==> src/rtl/rom_fetch_pkg.sv <==
// Shared types and constants for the instruction-fetch sequencer.
package rom_fetch_pkg;

  typedef enum logic [1:0] {IDLE, RUN, HALT, FAULT} fetch_state_t;

  localparam int unsigned INSTR_W = 32;
  localparam logic [31:0] PC_STEP = 32'd4;

  typedef struct packed {
    logic [INSTR_W-1:0] instr;
    logic [31:0]        pc;
  } fetch_entry_t;

endpackage

==> src/rtl/fetch_fifo.sv <==
// Synchronous prefetch FIFO; DEPTH must be a power of two so pointers wrap naturally.
module fetch_fifo
  import rom_fetch_pkg::*;
#(
  parameter int unsigned DEPTH   = 2,
  parameter type         entry_t = fetch_entry_t
) (
  input  logic                   clk_i,
  input  logic                   rst_ni,
  input  logic                   push_i,
  input  logic                   pop_i,
  input  logic                   flush_i,
  input  entry_t                 wdata_i,
  output entry_t                 rdata_o,
  output logic                   full_o,
  output logic                   empty_o,
  output logic [$clog2(DEPTH):0] count_o
);

  localparam int unsigned PTR_W = $clog2(DEPTH);
  localparam int unsigned CNT_W = PTR_W + 1;

  entry_t             mem_q [DEPTH];
  logic [PTR_W-1:0]   wr_ptr_q;
  logic [PTR_W-1:0]   rd_ptr_q;
  logic [CNT_W-1:0]   count_q;

  always_ff @(posedge clk_i or negedge rst_ni) begin
    if (!rst_ni) begin
      wr_ptr_q <= '0;
      rd_ptr_q <= '0;
      count_q  <= '0;
    end else if (flush_i) begin
      wr_ptr_q <= '0;
      rd_ptr_q <= '0;
      count_q  <= '0;
    end else begin
      if (push_i) wr_ptr_q <= wr_ptr_q + PTR_W'(1);
      if (pop_i)  rd_ptr_q <= rd_ptr_q + PTR_W'(1);
      count_q <= count_q + CNT_W'(push_i) - CNT_W'(pop_i);
    end
  end

  always_ff @(posedge clk_i) begin
    if (push_i) mem_q[wr_ptr_q] <= wdata_i;
  end

  assign rdata_o = mem_q[rd_ptr_q];
  assign full_o  = (count_q == CNT_W'(DEPTH));
  assign empty_o = (count_q == '0);
  assign count_o = count_q;

endmodule

==> src/rtl/rom_fetch_ctrl.sv <==
// Instruction-fetch sequencer: drives the async ROM, buffers returned words and
// hands them to decode over valid/ready, with redirect, halt and fault handling.
module rom_fetch_ctrl
  import rom_fetch_pkg::*;
#(
  parameter int unsigned TAM_POSICIONES = 1024,
  parameter int unsigned TAM_PALABRA    = 32,
  parameter logic [31:0] RESET_PC       = 32'h0000_0000,
  parameter int unsigned FIFO_DEPTH     = 2
) (
  input  logic                              CLK,
  input  logic                              RESET_N,
  output logic                              ROM_CE,
  output logic                              ROM_READ_EN,
  output logic [$clog2(TAM_POSICIONES)-1:0] ROM_ADDR,
  input  logic [TAM_PALABRA-1:0]            ROM_DATA,
  output logic                              INS_VALID,
  input  logic                              INS_READY,
  output logic [TAM_PALABRA-1:0]            INS_DATA,
  output logic [31:0]                       INS_PC,
  input  logic                              REDIRECT_EN,
  input  logic [31:0]                       REDIRECT_PC,
  input  logic                              HALT_REQ,
  output logic                              FETCH_ERR,
  output logic                              BUSY
);

  localparam int unsigned ADDR_W   = $clog2(TAM_POSICIONES);
  localparam int unsigned CNT_W    = $clog2(FIFO_DEPTH) + 1;
  localparam logic [32:0] PC_LIMIT = 33'(TAM_POSICIONES) << 2;

  typedef struct packed {
    logic [TAM_PALABRA-1:0] instr;
    logic [31:0]            pc;
  } entry_t;

  fetch_state_t      state_q, state_d;
  logic [31:0]       pc_q, pc_d;
  logic [ADDR_W-1:0] addr_q, addr_d;

  entry_t            push_entry, head;
  logic              fifo_full, fifo_empty, flush, pop;
  logic [CNT_W-1:0]  fifo_count;
  logic              room, want_issue, in_range, issue, misaligned;

  fetch_fifo #(
    .DEPTH   (FIFO_DEPTH),
    .entry_t (entry_t)
  ) u_fifo (
    .clk_i   (CLK),
    .rst_ni  (RESET_N),
    .push_i  (issue),
    .pop_i   (pop),
    .flush_i (flush),
    .wdata_i (push_entry),
    .rdata_o (head),
    .full_o  (fifo_full),
    .empty_o (fifo_empty),
    .count_o (fifo_count)
  );

  assign INS_VALID  = !fifo_empty && (state_q != FAULT);
  assign pop        = INS_VALID && INS_READY;
  assign room       = (fifo_count < CNT_W'(FIFO_DEPTH)) || (fifo_full && pop);
  assign want_issue = (state_q == RUN) && !REDIRECT_EN && !HALT_REQ && room;
  assign in_range   = {1'b0, pc_q} < PC_LIMIT;
  assign issue      = want_issue && in_range;
  assign misaligned = (REDIRECT_PC[1:0] != 2'b00);
  assign push_entry = '{instr: ROM_DATA, pc: pc_q};

  always_comb begin
    state_d = state_q;
    pc_d    = pc_q;
    addr_d  = addr_q;
    flush   = 1'b0;
    // Redirect outranks halt and issue in every live state; FAULT ignores everything.
    case (state_q)
      IDLE: begin
        if (REDIRECT_EN) begin
          flush = 1'b1;
          if (misaligned) state_d = FAULT;
          else begin
            pc_d    = REDIRECT_PC;
            state_d = RUN;
          end
        end else begin
          state_d = HALT_REQ ? HALT : RUN;
        end
      end
      RUN: begin
        if (REDIRECT_EN) begin
          flush = 1'b1;
          if (misaligned) state_d = FAULT;
          else            pc_d    = REDIRECT_PC;
        end else if (HALT_REQ) begin
          state_d = HALT;
        end else if (want_issue && !in_range) begin
          state_d = FAULT;
        end else if (issue) begin
          pc_d   = pc_q + PC_STEP;
          addr_d = pc_q[ADDR_W+1:2];
        end
      end
      HALT: begin
        if (REDIRECT_EN) begin
          flush = 1'b1;
          if (misaligned) state_d = FAULT;
          else            pc_d    = REDIRECT_PC;
        end else if (!HALT_REQ) begin
          state_d = RUN;
        end
      end
      default: flush = 1'b1;
    endcase
    if (state_d == FAULT) flush = 1'b1;
  end

  always_ff @(posedge CLK or negedge RESET_N) begin
    if (!RESET_N) begin
      state_q <= IDLE;
      pc_q    <= RESET_PC;
      addr_q  <= '0;
    end else begin
      state_q <= state_d;
      pc_q    <= pc_d;
      addr_q  <= addr_d;
    end
  end

  assign ROM_CE      = issue;
  assign ROM_READ_EN = issue;
  assign ROM_ADDR    = issue ? pc_q[ADDR_W+1:2] : addr_q;
  assign INS_DATA    = head.instr;
  assign INS_PC      = head.pc;
  assign FETCH_ERR   = (state_q == FAULT);
  assign BUSY        = (state_q == RUN);

endmodule

==> config.mk <==
export PLATFORM = sky130hd
export DESIGN_NAME = rom_fetch_ctrl
export DESIGN_NICKNAME = d
export VERILOG_FILES = /design/src/rtl/rom_fetch_pkg.sv /design/src/rtl/fetch_fifo.sv /design/src/rtl/rom_fetch_ctrl.sv
export SDC_FILE = /design/constraint.sdc
export NUM_CORES = 1
export LEC_CHECK = 0
export ABC_AREA = 1
export CORE_MARGIN = 2
export CORE_UTILIZATION = 35
export DETAILED_ROUTE_END_ITERATION = 12
export SLEW_MARGIN = 20
export SYNTH_ARGS = -nofsm -noshare
export SYNTH_HDL_FRONTEND = slang
export SYNTH_SLANG_ARGS = --single-unit
==> constraint.sdc <==
create_clock -name CLK -period 8.9 [get_ports CLK]
set_clock_uncertainty 0.2 [all_clocks]
set_input_delay 2.225 -clock CLK [delete_from_list [all_inputs] [get_ports CLK]]
set_output_delay 2.225 -clock CLK [all_outputs]
set_load 0.005 [all_outputs]
==> reports/metrics.yaml <==
outcome: "finished, final reports clean"
worstHoldEndpoint: "u_fifo.mem_q[1][1]$_DFFE_PP_"
post_cts_buffers: 0
grt_max_degree: 66
regArea_sq_um: 5046
r2r-start: "pc_q[25]$_DFFE_PN0P_"
hold_violations: 0
worst-r2r-setup-slack_ns: 5.73
min_path_cells: 0
power.leakage_nw: 3.858
cp_max_fo: 31
max_slew.worst_pin.slew_ns: 0.8947
start_util_pct: 35.41
grt_pass1_wl_um: 29940
rr_endpoint: "u_fifo.mem_q[1][26]$_DFFE_PP_"
drv_cap: 0
clock_latency_ns: 0.43
max_freq_ghz: 0.1485
wirelength_um: 19010
multiInputGateArea_sq_um: 2638
drive_above_1_share_pct: 14.17
ys_seq_area_share_pct: 63.32
power_w: 0.001697
syn_area_sq_um: 7968
syn_area_per_cell_sq_um: 11.02
drtIter0Drc: 305
vias: 5734
power_density_nw_per_um2: 165.1
post-route-period-util_pct: 75.65
core-area_sq_um: 22500
cts_tree: "done"
setup_viol: 0
die_w_um: 154.9
fillers: 2082
firstDrtPassIters: 5
async_reset_ff_share_pct: 27.27
ant_nets: 0
ys_types: 37
synth_edf_count: 128
layout_commonest_cell: "nand2_1"
core.rowCount: 55
cts_resized: 0
antenna_found_initial: 0
yosysWarningCount: 0
hpwl_um: 12690
rsz0062_at_grt: "false"
hp-class: "flip-flop to flip-flop"
startpoint_type: "input port"
htreeDepth: 4
numCtsBuffers: 17
syn_to_final_growth_pct: 28.97
critPathRequiredTime_ns: 6.48
ctsRootBufferMaster: "clkbuf_16"
hold_buffers: 0
grt_pass1_vias: 5533
synthCells: 723
vias_per_cell: 4.913
track_usage_pct: 16.18
slew_headroom_pct: 40.29
cp-end-kind: "output port"
critical_path_class: "input port to output port"
vdd_ir_drop_max_mv: 0.1057
hp-start: "pc_q[1]$_DFFE_PN0P_"
finalSetupTns_ns: 0
synth_seq_cells: 176
ys.flop_type: "edfxtp_1"
io_pins: 148
drv_slew: 0
final.setup.worst_slack_ns: 2.167
portBuffers: 147
syn-num-nets: 795
cts.clk_slew.worst_paths_ns: 0.07
die_h_um: 154.9
final_cell_mix: "nand2_1 (184), clkdlybuf4s50_1 (146), edfxtp_1 (128)"
cts_max_path_buffers: 2
gp_congestion: 0.8741
rr_worst_depth: 8
period_minus_slack_ns: 6.733
clkSinkCount: 176
wire_per_inst_um: 16.29
drc: 0
die_area_sq_um: 23990
diodes: 0
nets: 941
critPathArrivalTime_ns: 4.31
overflow: 0
post-place-ws_ns: 2.157
[critical path, cell delays in order]
cell and delay [ns]:
clkdlybuf4s50_1 0.53, nor2_1 0.17, nand2_1 0.08, a21oi_2 0.17, nand2_4 0.24, inv_1 0.22, nand2_1 0.09, nand2_1 0.07
clkdlybuf4s50_1 0.49
[metrics by stage]
| step | util, % | hold slack (ns) | cell area, sq um | std cells |
|---|---|---|---|---|
| after floorplan | - | 0.2412 | 7968 | 723 |
| after global placement | 43.18 | 0.2532 | 9717 | 1135 |
| after detailed placement | 43.18 | 0.2587 | 9717 | 1135 |
| after CTS | 45.67 | 0.2766 | 10280 | 1167 |
| after global routing | 45.67 | 0.3001 | 10280 | 1167 |
| final | 45.67 | 0.2748 | 10280 | 1167 |
[flip-flops by register name, summed over array words and instances (netlist names)]
signal,flops
addr_q,10
u_fifo.mem_q,128
pc_q,32
u_fifo.count_o,2
state_q,2
u_fifo.wr_ptr_q,1
u_fifo.rd_ptr_q,1
[cells in the mapped netlist (all sizes together), types with 2 or more instances]
cell type / count / area share [%]
nor2: 80 / 4.1
o21ai: 63 / 4.2
mux2: 64 / 9.0
nor3: 4 / 0.31
dfrtp: 48 / 15
edfxtp: 128 / 48
a211oi: 2 / 0.19
nand3: 29 / 1.8
nand4: 9 / 0.71
nand2: 188 / 9.3
ha: 3 / 0.47
a21oi: 19 / 1.2
buf: 13 / 1.1
xor2: 3 / 0.33
o22ai: 2 / 0.16
inv: 45 / 2.1
o211ai: 5 / 0.47
clkbuf: 12 / 0.58
[worst max path at each step]
stage	startpoint	slack [ns]	endpoint	cells past startpoint
2_1_floorplan	HALT_REQ	2.66	u_fifo.mem_q[0][0]$_DFFE_PP_	6
3_5_place_dp	REDIRECT_EN	2.16	ROM_ADDR[2]	9
5_1_grt	REDIRECT_EN	1.98	ROM_ADDR[2]	9
3_3_place_gp	REDIRECT_EN	2.18	ROM_ADDR[2]	9
4_1_cts	REDIRECT_EN	2.15	ROM_ADDR[2]	9
6_report	REDIRECT_EN	2.17	ROM_ADDR[2]	9
[where the power goes]
part           leakage, nW  switching (W)  internal [W]
combinational         1.73      0.0000402     0.0000407
clock                0.274       0.000328      0.000391
sequential            1.85      0.0000128      0.000884
total                 3.86       0.000381       0.00132
[layout make-up]
type | instances | share of cell area (%)
flip-flops and latches | 176 | 49.11
multi-input cells | 476 | 25.67
repair buffers | 152 | 14.64
clock buffers | 18 | 4.176
well taps | 285 | 3.470
inverters | 46 | 1.680
clock inverters | 14 | 1.266
[routing by layer]
layer	vias to the layer above	routed length [um]	GRT usage, %
met5	-	0	0
met4	0	210	4.101
met3	17	792	3.315
met2	154	9246	27.15
met1	2780	8757	21.55
li1	2783	-	-
[cells by family (layout without fill, tap and decap cells)]
family	after synthesis	count (layout)	share of synthesized area [%]
adder cells (fa/ha/maj)	3	3	0.4712
multiplexers	65	65	9.171
AND/OR/NAND/NOR	312	312	16.33
AO/OA/AOI/OAI	92	92	6.407
buffers and inverters	71	230	3.863
flip-flops	176	176	63.32
XOR/XNOR	4	4	0.4398
No activity file was read; power rests on OpenSTA's default activity.
